[src/rtl/alpha_seq.sv]
// Alpha blender for 4-bit RGB pixels using one time-shared 4x4 multiplier over six steps.
// Optional ALPHA_FASTPATH_EN: alpha 0/15 bypass the multiplier and finish in one cycle.
module alpha_seq (
  input  logic       CLK,
  input  logic       RST,
  input  logic       in_valid,
  output logic       in_ready,
  input  logic [3:0] r0,
  input  logic [3:0] g0,
  input  logic [3:0] b0,
  input  logic [3:0] r1,
  input  logic [3:0] g1,
  input  logic [3:0] b1,
  input  logic [3:0] alpha,
  output logic       out_valid,
  input  logic       out_ready,
  output logic [3:0] rout,
  output logic [3:0] gout,
  output logic [3:0] bout,
  output logic       busy
);

  localparam int unsigned CW = 4;
  localparam int unsigned PW = 8;
  localparam int unsigned SW = 3;

  localparam logic [1:0] IDLE = 2'd0;
  localparam logic [1:0] MUL  = 2'd1;
  localparam logic [1:0] DONE = 2'd2;

  localparam logic [SW-1:0] LAST_STEP = SW'(5);
  localparam logic [CW-1:0] FULL      = CW'(15);

  logic [1:0]    state, state_next;
  logic [SW-1:0] step, step_next;
  logic [PW-1:0] acc, acc_next;
  logic [CW-1:0] op_r0, op_g0, op_b0, op_r1, op_g1, op_b1, op_alpha;
  logic [CW-1:0] op_r0_next, op_g0_next, op_b0_next;
  logic [CW-1:0] op_r1_next, op_g1_next, op_b1_next, op_alpha_next;
  logic [CW-1:0] res_r, res_g, res_r_next, res_g_next;
  logic [CW-1:0] rout_next, gout_next, bout_next;

  logic [CW-1:0] mul_a, mul_b;
  logic [PW-1:0] prod, chan_sum, sum_rnd;
  logic [CW-1:0] chan_res;

  // Shared multiplier: even steps weight the background, odd steps the foreground.
  always_comb begin
    case (step)
      SW'(0):  mul_a = op_r0;
      SW'(1):  mul_a = op_r1;
      SW'(2):  mul_a = op_g0;
      SW'(3):  mul_a = op_g1;
      SW'(4):  mul_a = op_b0;
      default: mul_a = op_b1;
    endcase
    mul_b    = step[0] ? op_alpha : (FULL - op_alpha);
    prod     = PW'(mul_a) * PW'(mul_b);
    chan_sum = acc + prod;
    sum_rnd  = chan_sum + (chan_sum >> 4) + PW'(8);
    chan_res = CW'(sum_rnd >> 4);
  end

  // Next-state and datapath update.
  always_comb begin
    state_next    = state;
    step_next     = step;
    acc_next      = acc;
    op_r0_next    = op_r0;
    op_g0_next    = op_g0;
    op_b0_next    = op_b0;
    op_r1_next    = op_r1;
    op_g1_next    = op_g1;
    op_b1_next    = op_b1;
    op_alpha_next = op_alpha;
    res_r_next    = res_r;
    res_g_next    = res_g;
    rout_next     = rout;
    gout_next     = gout;
    bout_next     = bout;

    case (state)
      IDLE: begin
        if (in_valid) begin
          op_r0_next    = r0;
          op_g0_next    = g0;
          op_b0_next    = b0;
          op_r1_next    = r1;
          op_g1_next    = g1;
          op_b1_next    = b1;
          op_alpha_next = alpha;
          acc_next      = '0;
          step_next     = '0;
          state_next    = MUL;
`ifdef ALPHA_FASTPATH_EN
          if (alpha == '0) begin
            rout_next  = r0;
            gout_next  = g0;
            bout_next  = b0;
            state_next = DONE;
          end else if (alpha == FULL) begin
            rout_next  = r1;
            gout_next  = g1;
            bout_next  = b1;
            state_next = DONE;
          end
`endif
        end
      end
      MUL: begin
        if (!step[0]) begin
          acc_next = prod;
        end else begin
          case (step)
            SW'(1): res_r_next = chan_res;
            SW'(3): res_g_next = chan_res;
            default: begin
              rout_next = res_r;
              gout_next = res_g;
              bout_next = chan_res;
            end
          endcase
        end
        if (step == LAST_STEP) begin
          step_next  = '0;
          state_next = DONE;
        end else begin
          step_next = step + SW'(1);
        end
      end
      DONE: begin
        if (out_valid && out_ready) state_next = IDLE;
      end
      default: state_next = IDLE;
    endcase
  end

  // State and registered outputs; synchronous reset wins over every handshake.
  always_ff @(posedge CLK) begin
    if (RST) begin
      state     <= IDLE;
      step      <= '0;
      acc       <= '0;
      op_r0     <= '0;
      op_g0     <= '0;
      op_b0     <= '0;
      op_r1     <= '0;
      op_g1     <= '0;
      op_b1     <= '0;
      op_alpha  <= '0;
      res_r     <= '0;
      res_g     <= '0;
      rout      <= '0;
      gout      <= '0;
      bout      <= '0;
      in_ready  <= 1'b1;
      out_valid <= 1'b0;
      busy      <= 1'b0;
    end else begin
      state     <= state_next;
      step      <= step_next;
      acc       <= acc_next;
      op_r0     <= op_r0_next;
      op_g0     <= op_g0_next;
      op_b0     <= op_b0_next;
      op_r1     <= op_r1_next;
      op_g1     <= op_g1_next;
      op_b1     <= op_b1_next;
      op_alpha  <= op_alpha_next;
      res_r     <= res_r_next;
      res_g     <= res_g_next;
      rout      <= rout_next;
      gout      <= gout_next;
      bout      <= bout_next;
      in_ready  <= (state_next == IDLE);
      out_valid <= (state_next == DONE);
      busy      <= (state_next != IDLE);
    end
  end

endmodule
[config.mk]
export PLATFORM = sky130hd
export DESIGN_NAME = alpha_seq
export DESIGN_NICKNAME = d
export VERILOG_FILES = /design/src/rtl/alpha_seq.sv
export SDC_FILE = /design/constraint.sdc
export NUM_CORES = 1
export LEC_CHECK = 0
export CAP_MARGIN = 25
export CORE_MARGIN = 5
export CORE_UTILIZATION = 30
export CTS_CLUSTER_SIZE = 25
export DETAILED_ROUTE_END_ITERATION = 16
export GPL_TIMING_DRIVEN = 0
export MAX_ROUTING_LAYER = met4
export PLACE_DENSITY = 0.6
export SLEW_MARGIN = 20
export SYNTH_ARGS = -nofsm -noshare
export SYNTH_HDL_FRONTEND = slang
export SYNTH_SLANG_ARGS = --single-unit
[constraint.sdc]
create_clock -name CLK -period 9.6 [get_ports CLK]
set_input_delay 0.96 -clock CLK [delete_from_list [all_inputs] [get_ports CLK]]
set_output_delay 0.96 -clock CLK [all_outputs]
set_load 0.01 [all_outputs]
# After elaboration in Yosys (flattened, before gate mapping)
# Cells that the tools add are included.
[totals]
input_bits = 32
reg_bits = 64
elab_cells = 60
output_inout_bits = 15
[classes]
n_mux = 12
n_bitwise = 1
add_sub_neg = 5
eq_ne = 10
mul = 1
reduce_logical = 13
[ops]
columns = ["operator", "n"]
rows = [
  ["one-hot mux 4 bit (5 select lines)", 1],
  ["2-to-1 mux 8 bit", 2],
  ["one-hot mux 8 bit (2 select lines)", 1],
  ["AND reduction 3 bit", 4],
  ["adder 8 x 4 -> 8 bit", 1],
  ["adder 8 x 4 -> 8 bit, second input constant", 1],
  ["adder 8 bit", 1],
  ["multiplier 4 x 4 -> 8 bit", 1],
  ["equality test 3 x 2 -> 1 bit, second input constant", 2],
  ["equality test 3 bit, second input constant", 2],
  ["2-to-1 mux 2 bit", 3],
  ["2-to-1 mux 3 bit", 2],
  ["one-hot mux 2 bit (3 select lines)", 1],
  ["one-hot mux 3 bit (2 select lines)", 1],
  ["equality test 2 bit, second input constant", 2],
  ["logical NOT 2 bit", 2],
  ["2-to-1 mux 4 bit", 1],
  ["!= test 2 bit, second input constant", 2],
  ["AND reduction 2 bit", 2],
  ["nonzero test 2 bit", 2],
  ["subtractor 4 bit, first input constant", 1],
  ["adder 3 x 1 -> 3 bit, second input constant", 1],
  ["equality test 3 x 1 -> 1 bit, second input constant", 1],
  ["logical NOT 3 bit", 1],
  ["4 further kinds", 4],
]

# Longest topological paths before layout
# Gate-level depths: netlist (run 1).
[logic_depth]
depth_word = 6
depth_mapped = 30
depth_no_buf = 27

# Worst setup path after synthesis (run 1)
# OpenSTA, ideal clock, no wires.
[synth_path]
kind = "register to register"
startpoint = "register step[0]"
endpoint = "register res_g[3]"
path_stages_with_launch = 31
period_less_slack_ns = 6.911
setup_slack_ns = 2.689
setup_ns = 0.064
required_time_ns = 9.536
t_arrival_ns = 6.847
n_path_buf = 3
path_cell_list = "dfxtp_1 -> clkbuf_1 -> clkbuf_1 -> and2_1 -> ha_1 -> clkbuf_1 -> a22oi_1 -> o211ai_1 -> o21ai_0 -> or2_2 -> fa_1 -> inv_1 -> fa_1 -> fa_1 -> a21o_1 -> a21oi_1 -> xnor2_1 -> ha_1 -> o21a_1 -> or3_1 -> o211ai_1 -> xor2_2 -> ha_1 -> inv_1 -> ha_1 -> a21oi_1 -> nor2_1 -> nor2_1 -> a21oi_2 -> or4_1 -> nand4_1"
[synth_between]
elab_chain_cells = 6
elab_cells_between_ends = 12
[synth_lines]
columns = ["item", "line_no", "source"]
rows = [
  ["start: declaration", "35", "logic [SW-1:0] step, step_next;"],
  ["start signal: assignment", "161", "step <= step_next;"],
  ["equality test 3 bit, or another cell as far along", "49", "case (step)"],
  ["one-hot mux 4 bit (5 select lines)", "49", ""],
  ["multiplier 4 x 4 -> 8 bit", "58", "prod = PW'(mul_a) * PW'(mul_b);"],
  ["adder 8 bit", "59", "chan_sum = acc + prod;"],
  ["adder 8 x 4 -> 8 bit (2 in a row)", "60", "sum_rnd = chan_sum + (chan_sum >> 4) + PW'(8);"],
  ["end signal: assignment", "171", "res_g <= res_g_next;"],
  ["end: declaration", "40", "logic [CW-1:0] res_r, res_g, res_r_next, res_g_next;"],
]
# Several ways; a longest one is shown, not always the timed one.
# A chain may end at the register's enable or synchronous reset.

# Worst setup path after layout (run 1)
# Ends and elaborated chain as after synthesis.

==> impl_results.html, run 1 <==
<table>
<tr><th>Metric</th><th>Value</th></tr>
<tr><th colspan="2">Logic synthesis</th></tr>
<tr><td>Post-synth cell types</td><td>50</td></tr>
<tr><td>Register area share after synthesis</td><td>36.4%</td></tr>
<tr><td>Most used flip-flop cell after synthesis</td><td>sky130_fd_sc_hd__dfxtp_1</td></tr>
<tr><td>Largest family of logic cells by synthesized area</td><td>simple AND/OR/NAND/NOR gates</td></tr>
<tr><td>Synthesized net count</td><td>499</td></tr>
<tr><td>Yosys Warn Count</td><td>0</td></tr>
<tr><td>Post-synthesis sequential element count</td><td>64</td></tr>
<tr><td>Proportion of register bits with asynchronous set or reset after synthesis</td><td>0%</td></tr>
<tr><td>Post-synth EDFFs</td><td>0</td></tr>
<tr><td>Syn Area/Cell</td><td>8.08 um2</td></tr>
<tr><td>Synth Area in Simple Gates</td><td>23.4%</td></tr>
<tr><td>Multiplexer share of the synthesized area</td><td>1.14%</td></tr>
<tr><td>Cell count after synthesis</td><td>436</td></tr>
<tr><td>Post-Synth XOR/XNOR Area</td><td>3.44%</td></tr>
<tr><td>Post-synthesis instance area</td><td>3520 um2</td></tr>
<tr><td>Compound-Gate Fraction of Synth Area</td><td>19.1%</td></tr>
<tr><td>Synthesized-area fraction occupied by adder cells</td><td>12.1%</td></tr>
<tr><th colspan="2">GRT</th></tr>
<tr><td>GRT Resource Usage Total</td><td>12.7%</td></tr>
<tr><td>Initial antenna violation count</td><td>0</td></tr>
<tr><td>Via count of the first global-routing pass</td><td>3150</td></tr>
<tr><td>Wire length of the first global-routing pass</td><td>14700 um</td></tr>
<tr><td>Grt ovf</td><td>0</td></tr>
<tr><td>Maximum number of pins on one net before global-route repair</td><td>12</td></tr>
<tr><th colspan="2">Power and ir drop</th></tr>
<tr><td>Total leakage power</td><td>0.00175 uW</td></tr>
<tr><td>IR drop worst, VDD</td><td>0.0774 mV</td></tr>
<tr><td>Power dissipated by switching net loads</td><td>224 uW</td></tr>
<tr><td>Proportion of power drawn by the clock network</td><td>43.4%</td></tr>
<tr><td>Sw Ratio</td><td>28.1%</td></tr>
<tr><td>Share of power burned in registers</td><td>35.4%</td></tr>
<tr><td>Internal power summed over all cells</td><td>573 uW</td></tr>
<tr><td>Share of power burned in combinational logic</td><td>21.2%</td></tr>
<tr><td>Total power consumption of the routed design</td><td>797 uW</td></tr>
<tr><td>Power per cell area</td><td>178 nW/um2</td></tr>
<tr><th colspan="2">Worst hold path</th></tr>
<tr><td>Type of the tightest min-delay check</td><td>register to register</td></tr>
<tr><td>Number of cells traversed by the worst hold path</td><td>2</td></tr>
<tr><th colspan="2">Clock network</th></tr>
<tr><td>TritonCTS Buffers</td><td>9</td></tr>
<tr><td>Post-CTS repair timing setup buffer count</td><td>0</td></tr>
<tr><td>Count of instances resized after the clock tree is built</td><td>0</td></tr>
<tr><td>CTS tree</td><td>yes</td></tr>
<tr><td>Clk sinks</td><td>64</td></tr>
<tr><td>Number of buffers inserted for hold repair after clock tree synthesis</td><td>0</td></tr>
<tr><td>CTS H-tree depth</td><td>3</td></tr>
<tr><td>Clock tree root driver cell</td><td>sky130_fd_sc_hd__clkbuf_16</td></tr>
<tr><td>Clk_lat worst skew</td><td>0.33 ns</td></tr>
<tr><td>Max clock buf depth</td><td>2</td></tr>
<tr><td>Clock input transition at the sequential cells of the worst setup and hold paths</td><td>0.06 ns</td></tr>
<tr><th colspan="2">Place</th></tr>
<tr><td>Detailed-placement wirelength estimate</td><td>6520 um</td></tr>
<tr><td>Setup Slack @ Placement</td><td>1.62 ns</td></tr>
<tr><td>I/O Buffers</td><td>46</td></tr>
<tr><td>GPL Wtd Cong</td><td>0.843</td></tr>
<tr><th colspan="2">Drt</th></tr>
<tr><td>Detailed-route via count</td><td>3178</td></tr>
<tr><td>Number of nets with antenna violations after detailed routing</td><td>0</td></tr>
<tr><td>Total wire length after detailed routing</td><td>8410 um</td></tr>
<tr><td>Initial DRC count</td><td>106</td></tr>
<tr><td>1st-pass router iterations</td><td>5</td></tr>
<tr><td>DRC violations left</td><td>0</td></tr>
<tr><td>Vias per std cell</td><td>4.96</td></tr>
<tr><td>Per-cell routed wire length</td><td>13.1 um</td></tr>
<tr><th colspan="2">STA</th></tr>
<tr><td>Post-route fraction of the period consumed by the critical path</td><td>83.3%</td></tr>
<tr><td>Number of endpoints with negative hold slack in the final report</td><td>0</td></tr>
<tr><td>Number of endpoints failing setup at the final stage</td><td>0</td></tr>
<tr><td>Crit path setup slack, layout</td><td>1.61 ns</td></tr>
<tr><td>Worst slew margin relative to its limit</td><td>62.7%</td></tr>
<tr><td>Setup repair after global routing missed its margin</td><td>false</td></tr>
<tr><td>Final sum of negative setup slack</td><td>0 ns</td></tr>
<tr><td>Clk_skew</td><td>0.0114 ns</td></tr>
<tr><td>Number of slew-limit violations in the final report</td><td>0</td></tr>
<tr><td>Max Clock Freq</td><td>125 MHz</td></tr>
<tr><td>Minimum clock period</td><td>7.99 ns</td></tr>
<tr><td>Slew at the pin closest to its max-slew limit</td><td>0.559 ns</td></tr>
<tr><th colspan="2">Critical path</th></tr>
<tr><td>Required time at the worst-slack endpoint</td><td>9.86 ns</td></tr>
<tr><td>Register-to-Register Path Depth</td><td>30</td></tr>
<tr><td>Category of the most critical setup path</td><td>register to register</td></tr>
<tr><td>Sort of element at the end of the critical path</td><td>register</td></tr>
<tr><td>Crit path arrival time</td><td>8.26 ns</td></tr>
<tr><td>Maximum fanout encountered on the critical timing path</td><td>10</td></tr>
<tr><td>Slowest stage cell, crit path</td><td>sky130_fd_sc_hd__fa_1</td></tr>
<tr><td>Critical Path Start Type</td><td>register</td></tr>
<tr><td>Critical Path Most Common Cell</td><td>sky130_fd_sc_hd__ha_1</td></tr>
<tr><td>Delay of the slowest critical-path stage</td><td>0.53 ns</td></tr>
<tr><th colspan="2">Floorplanning</th></tr>
<tr><td>Initial standard-cell utilization of the core</td><td>30.7%</td></tr>
<tr><td>Die Height</td><td>118 um</td></tr>
<tr><td>Die W</td><td>118 um</td></tr>
<tr><td>Core area</td><td>11500 um2</td></tr>
<tr><td>Num rows</td><td>39</td></tr>
<tr><td>Die footprint</td><td>14000 um2</td></tr>
<tr><td>Count of boundary I/O pins</td><td>47</td></tr>
<tr><th colspan="2">Layout</th></tr>
<tr><td>Register Area</td><td>1280 um2</td></tr>
<tr><td>Total of fill cells in the finished design</td><td>1144</td></tr>
<tr><td>Footprint of the multi-input gates</td><td>2080 um2</td></tr>
<tr><td>Share of cells above drive strength 1</td><td>4.82%</td></tr>
<tr><td>Number of nets at the end of the flow</td><td>556</td></tr>
<tr><td>P&amp;R area growth vs syn</td><td>27.0%</td></tr>
<tr><td>Final design utilization</td><td>39.0%</td></tr>
<tr><td># diodes</td><td>0</td></tr>
<tr><th colspan="2">Flow run</th></tr>
<tr><td>Max capacitance violation total</td><td>0</td></tr>
<tr><th colspan="2">Outcome</th></tr>
<tr><td>Run status</td><td>finished clean</td></tr>
</table>
==> critical path: cells and delay by family (launching register included) <==
family	cells	cell delay [ns]
AO/OA/AOI/OAI	9	1.54
XOR/XNOR	2	0.57
adder cells (fa/ha/maj)	7	2.50
buffers and inverters	5	1.26
flip-flops	1	0.31
AND/OR/NAND/NOR	7	1.74
==> state kept, by name, summed over array words and instances, names as in the netlist, 3 cells and up <==
signal	flops
acc	8
bout	4
gout	4
op_alpha	4
op_b0	4
op_b1	4
op_g0	4
op_g1	4
op_r0	4
op_r1	4
res_g	4
res_r	4
rout	4
step	3
==> synthesized netlist by cell type (2+ instances only) <==
cell                        n  area share, %
sky130_fd_sc_hd__a211oi_1   5            1.1
sky130_fd_sc_hd__a21o_1     4           0.85
sky130_fd_sc_hd__a21oi_1   54            7.7
sky130_fd_sc_hd__a22oi_1   10            2.1
sky130_fd_sc_hd__a31oi_1    2           0.36
sky130_fd_sc_hd__and2_1     2           0.36
sky130_fd_sc_hd__and3_1     2           0.36
sky130_fd_sc_hd__buf_1      3           0.32
sky130_fd_sc_hd__clkbuf_1  20            2.1
sky130_fd_sc_hd__dfxtp_1   64             36
sky130_fd_sc_hd__fa_1       5            2.8
sky130_fd_sc_hd__ha_1      26            9.2
sky130_fd_sc_hd__inv_1     16            1.7
sky130_fd_sc_hd__mux2i_1    4            1.1
sky130_fd_sc_hd__nand2_1   81            8.6
sky130_fd_sc_hd__nand3_1    4           0.57
sky130_fd_sc_hd__nand3b_1  11            2.3
sky130_fd_sc_hd__nand4_1    7            1.2
sky130_fd_sc_hd__nor2_1    41            4.4
sky130_fd_sc_hd__nor2b_1    2           0.36
sky130_fd_sc_hd__nor3_1     6           0.85
sky130_fd_sc_hd__nor3b_1    2           0.43
sky130_fd_sc_hd__o211ai_1   7            1.5
sky130_fd_sc_hd__o21a_1     2           0.43
sky130_fd_sc_hd__o21ai_0    8            1.1
sky130_fd_sc_hd__o21ai_1    2           0.28
sky130_fd_sc_hd__o31ai_1    4           0.85
sky130_fd_sc_hd__or2_2      4           0.71
sky130_fd_sc_hd__or3_1      2           0.36
sky130_fd_sc_hd__or4_1      6            1.3
sky130_fd_sc_hd__xnor2_1    6            1.5
sky130_fd_sc_hd__xor2_1     6            1.5
==> logic make-up after synthesis <==
group | after synthesis
compound gates | 108
xor+xnor | 13
fa+ha+maj | 31
buf+inv | 40
flops | 64
mux | 4
simple gates | 176
==> metal layers <==
metal  GRT usage, %  wire length (um)  vias up
li1               -                 -     1639
met1           16.7              4070     1474
met2           19.9              3980       63
met3           3.20               332        2
met4           2.83                29        0
met5              -                 0        -
==> cells in the final DEF, fill, tap and decap left out, types with 2 or more instances in the layout <==
cell                              Yosys  routed
sky130_fd_sc_hd__nand2_1             81      81
sky130_fd_sc_hd__clkbuf_16            0       9
sky130_fd_sc_hd__clkinv_2             0       3
sky130_fd_sc_hd__o31ai_1              4       4
sky130_fd_sc_hd__xor2_1               6       6
sky130_fd_sc_hd__xnor2_1              6       6
sky130_fd_sc_hd__fa_1                 5       5
sky130_fd_sc_hd__a21oi_1             54      54
sky130_fd_sc_hd__o21ai_0              8       8
sky130_fd_sc_hd__bufinv_16            0       2
sky130_fd_sc_hd__mux2i_1              4       4
sky130_fd_sc_hd__nor3b_1              2       2
sky130_fd_sc_hd__buf_1                3       3
sky130_fd_sc_hd__nand4_1              7       7
sky130_fd_sc_hd__nand3_1              4       4
sky130_fd_sc_hd__o211ai_1             7       7
sky130_fd_sc_hd__nand3b_1            11      11
sky130_fd_sc_hd__a22oi_1             10      10
sky130_fd_sc_hd__a31oi_1              2       2
sky130_fd_sc_hd__nor2_1              41      41
sky130_fd_sc_hd__or2_2                4       4
sky130_fd_sc_hd__nor3_1               6       6
sky130_fd_sc_hd__a211oi_1             5       5
sky130_fd_sc_hd__and2_1               2       2
sky130_fd_sc_hd__dfxtp_1             64      64
sky130_fd_sc_hd__a21o_1               4       4
sky130_fd_sc_hd__clkbuf_1            20      21
sky130_fd_sc_hd__o21ai_1              2       2
sky130_fd_sc_hd__nor2b_1              2       2
sky130_fd_sc_hd__or4_1                6       6
sky130_fd_sc_hd__or3_1                2       2
sky130_fd_sc_hd__ha_1                26      26
sky130_fd_sc_hd__clkdlybuf4s50_1      0      46
sky130_fd_sc_hd__inv_1               16      16
sky130_fd_sc_hd__and3_1               2       2
sky130_fd_sc_hd__o21a_1               2       2
==> final cells by class <==
cell class	instances	share of cell area [%]
clock buffer	10	5.12
timing repair buffer	46	10.3
buffer	24	2.18
clock inverter	6	1.87
sequential	64	28.6
inverter	16	1.34
multi-input combinational	332	46.6
tap	143	4.00
==> metrics by stage <==
step	area (um2)	cells	hold slack, ns
6_report	4480	641	0.448
5_1_grt	4480	641	0.473
4_1_cts	4480	641	0.452
3_5_place_dp	4160	625	0.445
3_3_place_gp	4160	625	0.443
2_1_floorplan	3520	436	0.432
==> power by group through the flow <==
| stage | registers [uW] | logic [uW] | clock network (uW) |
|---|---|---|---|
| 2_1_floorplan | 287 | 121 | 0 |
| 3_3_place_gp | 288 | 166 | 0 |
| 3_5_place_dp | 288 | 169 | 0 |
| 4_1_cts | 283 | 171 | 349 |
| 5_1_grt | 284 | 194 | 363 |
| 6_report | 283 | 169 | 346 |
==> path summary, 6_finish.rpt <==
| check | slack, ns | end | start |
|---|---|---|---|
| max | 1.61 | res_g[3] | step[0] |
| min | 0.45 | op_g0[3] | op_g0[3] |
| max reg2reg | 1.61 | res_g[3] | step[0] |
| min reg2reg | 0.45 | op_g0[3] | op_g0[3] |
Note: power is estimated with default switching activity, not from simulation.
==> run 2, diff against run 1 <==
PLACE_DENSITY = 0.61   (was 0.6)
clock period = 6.6 ns   (was 9.6 ns; I/O delays follow)
==> impl_results.html, run 2 (synthesis results as in run 1) <==
<table>
<tr><th>Metric</th><th>Value</th></tr>
<tr><th colspan="2">GRT</th></tr>
<tr><td>GRT Resource Usage Total</td><td>13.3% (+0.60 points)</td></tr>
<tr><td>Grt ovf</td><td>0 (unchanged)</td></tr>
<tr><td>Via count of the first global-routing pass</td><td>3297 (+4.7%)</td></tr>
<tr><td>Initial antenna violation count</td><td>0 (unchanged)</td></tr>
<tr><td>Maximum number of pins on one net before global-route repair</td><td>12 (unchanged)</td></tr>
<tr><td>Wire length of the first global-routing pass</td><td>15000 um (+2.3%)</td></tr>
<tr><th colspan="2">Place</th></tr>
<tr><td>Placed cell areas</td><td>4170 um2 (+0.24%)</td></tr>
<tr><td>Detailed-placement wirelength estimate</td><td>6650 um (+2.1%)</td></tr>
<tr><td>GPL Wtd Cong</td><td>0.832 (-1.3%)</td></tr>
<tr><td>I/O Buffers</td><td>46 (unchanged)</td></tr>
<tr><th colspan="2">Drt</th></tr>
<tr><td>DRC violations left</td><td>0 (unchanged)</td></tr>
<tr><td>Vias per std cell</td><td>5.09 (+2.7%)</td></tr>
<tr><td>Detailed-route via count</td><td>3350 (+5.4%)</td></tr>
<tr><td>Number of nets with antenna violations after detailed routing</td><td>0 (unchanged)</td></tr>
<tr><td>Total wire length after detailed routing</td><td>9160 um (+9.0%)</td></tr>
<tr><td>Per-cell routed wire length</td><td>13.9 um (+6.1%)</td></tr>
<tr><td>Initial DRC count</td><td>119 (+12%)</td></tr>
<tr><td>1st-pass router iterations</td><td>5 (unchanged)</td></tr>
<tr><th colspan="2">Clock network</th></tr>
<tr><td>Number of buffers inserted for hold repair after clock tree synthesis</td><td>0 (unchanged)</td></tr>
<tr><td>CTS H-tree depth</td><td>3 (unchanged)</td></tr>
<tr><td>Clk_lat worst skew</td><td>0.33 ns (about the same)</td></tr>
<tr><td>Clock tree root driver cell</td><td>sky130_fd_sc_hd__clkbuf_16</td></tr>
<tr><td>Clock input transition at the sequential cells of the worst setup and hold paths</td><td>0.06 ns (about the same)</td></tr>
<tr><td>TritonCTS Buffers</td><td>9 (unchanged)</td></tr>
<tr><td>Max clock buf depth</td><td>2 (unchanged)</td></tr>
<tr><td>Clk sinks</td><td>64 (unchanged)</td></tr>
<tr><td>CTS tree</td><td>yes</td></tr>
<tr><th colspan="2">STA</th></tr>
<tr><td>Worst slew margin relative to its limit</td><td>59.4% (-3.3 points)</td></tr>
<tr><td>Clk_skew</td><td>0.00638 ns (-0.00504 ns)</td></tr>
<tr><td>Slew at the pin closest to its max-slew limit</td><td>0.602 ns (+0.0424 ns)</td></tr>
<tr><td>Minimum clock period</td><td>6.37 ns (-1.62 ns)</td></tr>
<tr><td>Number of slew-limit violations in the final report</td><td>0 (unchanged)</td></tr>
<tr><td>Number of endpoints failing setup at the final stage</td><td>0 (unchanged)</td></tr>
<tr><td>Number of endpoints with negative hold slack in the final report</td><td>0 (unchanged)</td></tr>
<tr><td>Post-route fraction of the period consumed by the critical path</td><td>96.5% (+13 points)</td></tr>
<tr><td>Max Clock Freq</td><td>157 MHz (+25%)</td></tr>
<tr><th colspan="2">Layout</th></tr>
<tr><td>Final design utilization</td><td>41.6% (+2.6 points)</td></tr>
<tr><td>Most frequent cells in the layout</td><td>sky130_fd_sc_hd__nand2_1, sky130_fd_sc_hd__dfxtp_1, sky130_fd_sc_hd__a21oi_1</td></tr>
<tr><td>Number of nets at the end of the flow</td><td>574 (+3.2%)</td></tr>
<tr><td># diodes</td><td>0 (unchanged)</td></tr>
<tr><td>Most common library cell in the layout ignoring fill and taps</td><td>sky130_fd_sc_hd__nand2_1</td></tr>
<tr><td>Largest register by flop count</td><td>acc</td></tr>
<tr><td>P&amp;R area growth vs syn</td><td>35.5%</td></tr>
<tr><td>Flip-flop count of the largest register after layout</td><td>8 (unchanged)</td></tr>
<tr><td>Share of cells above drive strength 1</td><td>14.0% (+9.2 points)</td></tr>
<tr><td>Area of all placed cells without fillers</td><td>4770 um2 (+6.7%)</td></tr>
<tr><th colspan="2">Power and ir drop</th></tr>
<tr><td>Sw Ratio</td><td>29.1% (+0.94 points)</td></tr>
<tr><td>Share of power burned in registers</td><td>34.3% (-1.1 points)</td></tr>
<tr><td>Power dissipated by switching net loads</td><td>350 uW (+56%)</td></tr>
<tr><td>Share of power burned in combinational logic</td><td>24.1% (+2.9 points)</td></tr>
<tr><td>Power per cell area</td><td>252 nW/um2 (+41%)</td></tr>
<tr><td>Proportion of power drawn by the clock network</td><td>41.6% (-1.8 points)</td></tr>
<tr><td>Internal power summed over all cells</td><td>853 uW (+49%)</td></tr>
<tr><td>Total leakage power</td><td>0.00188 uW (+7.1%)</td></tr>
<tr><td>IR drop worst, VDD</td><td>0.128 mV (+66%)</td></tr>
<tr><th colspan="2">Flow run</th></tr>
<tr><td>Max capacitance violation total</td><td>0 (unchanged)</td></tr>
<tr><th colspan="2">Floorplanning</th></tr>
<tr><td>Initial standard-cell utilization of the core</td><td>30.7% (unchanged)</td></tr>
<tr><td>Core area</td><td>11500 um2 (unchanged)</td></tr>
<tr><td>Die footprint</td><td>14000 um2 (unchanged)</td></tr>
<tr><td>Num rows</td><td>39 (unchanged)</td></tr>
<tr><td>Count of boundary I/O pins</td><td>47 (unchanged)</td></tr>
<tr><td>Die Height</td><td>118 um (unchanged)</td></tr>
<tr><td>Die W</td><td>118 um (unchanged)</td></tr>
<tr><th colspan="2">Critical path</th></tr>
<tr><td>Top delay family on crit path</td><td>adder cells</td></tr>
<tr><td>Category of the most critical setup path</td><td>register to register</td></tr>
<tr><td>Sort of element at the end of the critical path</td><td>register</td></tr>
<tr><td>Maximum fanout encountered on the critical timing path</td><td>8 (-2)</td></tr>
<tr><td>Critical Path Start Type</td><td>register</td></tr>
<tr><td>Sum of buffers and inverters on the critical path</td><td>4 (-1)</td></tr>
<tr><td>Required time at the worst-slack endpoint</td><td>6.87 ns (-2.99 ns)</td></tr>
<tr><td>Delay of the slowest critical-path stage</td><td>0.55 ns (+0.02 ns)</td></tr>
<tr><td>Slowest stage cell, crit path</td><td>sky130_fd_sc_hd__fa_1</td></tr>
<tr><td>Crit path arrival time</td><td>6.65 ns (-1.61 ns)</td></tr>
<tr><th colspan="2">Worst hold path</th></tr>
<tr><td>Type of the tightest min-delay check</td><td>register to register</td></tr>
<tr><th colspan="2">Outcome</th></tr>
<tr><td>Run status</td><td>finished clean</td></tr>
</table>
-- run 2: cell types whose count changed in the layout (fill, tap and decap cells not counted), moves of 3 or more --
cell / change
sky130_fd_sc_hd__or2_2: -3
sky130_fd_sc_hd__clkbuf_1: -4
sky130_fd_sc_hd__xnor2_1: -3
sky130_fd_sc_hd__o21ai_2: +3
sky130_fd_sc_hd__buf_4: +19
sky130_fd_sc_hd__xnor2_2: +3
sky130_fd_sc_hd__or2_4: +3
sky130_fd_sc_hd__o21ai_0: -3
-- run 2: cell type report --
type,count,area (um2)
fill,1153,6690
multi-input combinational,333,2220
sequential,64,1290
timing repair buffer,65,603
clock buffer,9,225
tap,143,179
buffer,22,114
clock inverter,6,85.1
inverter,16,60.1
-- run 2: final timing paths --
path	from	depth (start not counted)	slack [ns]	endpoint
worst max-delay path	step[1]	28	0.23	res_g[3]
worst min-delay path	res_g[0]	2	0.45	gout[0]
worst max register to register	step[1]	28	0.23	res_g[3]
worst min register to register	res_g[0]	2	0.45	gout[0]
-- run 2: power by group through the flow --
stage          clock network [uW]  registers, uW  logic, uW
3_5_place_dp                    0            419        252
2_1_floorplan                   0            418        177
5_1_grt                       524            414        324
3_3_place_gp                    0            419        243
6_report                      501            412        290
4_1_cts                       505            413        274
-- run 2: worst register-to-register path, delay by kind of cell, from the launching register on --
| family | cells | cell delay, ns |
|---|---|---|
| AO/OA/AOI/OAI | 9 | 1.65 |
| XOR/XNOR | 1 | 0.09 |
| adder cells (fa/ha/maj) | 7 | 2.42 |
| buffers and inverters | 4 | 0.35 |
| flip-flops | 1 | 0.35 |
| AND/OR/NAND/NOR | 7 | 1.45 |
-- run 2: what timing repair did --
item                                    in CTS  in global routing
gates resized for setup                     20                 20
cloned                                       1                  0
endpoints found under the setup margin      12                 12
pin swaps                                    7                 15
setup buffers                                7                 12
-- run 2: routing by layer --
layer | vias up | track usage, % | share of wire, %
met1 | 1587 | 15.7 | 45
met2 | 74 | 22.3 | 50
li1 | 1679 | - | -
met4 | 0 | 4.11 | 1.5
met5 | - | - | 0
met3 | 10 | 3.44 | 3.4
-- run 2: stage by stage --
stage	TNS, ns	setup slack (ns)	hold slack [ns]	total power, uW	std cells
after CTS	0	0.0102	0.455	1190	646
after floorplan	0	0.0114	0.432	595	436
after detailed placement	-7.34	-0.714	0.448	672	625
after global placement	-5.65	-0.580	0.445	661	625
final	0	0.228	0.450	1200	658
after global routing	-0.0276	-0.0150	0.477	1260	658
==> run 3, diff against run 2 <==
SLEW_MARGIN = 25   (was 20)
==> results of run 3 <==
The final DEF is identical to that of run 2; final timing and power are the same.
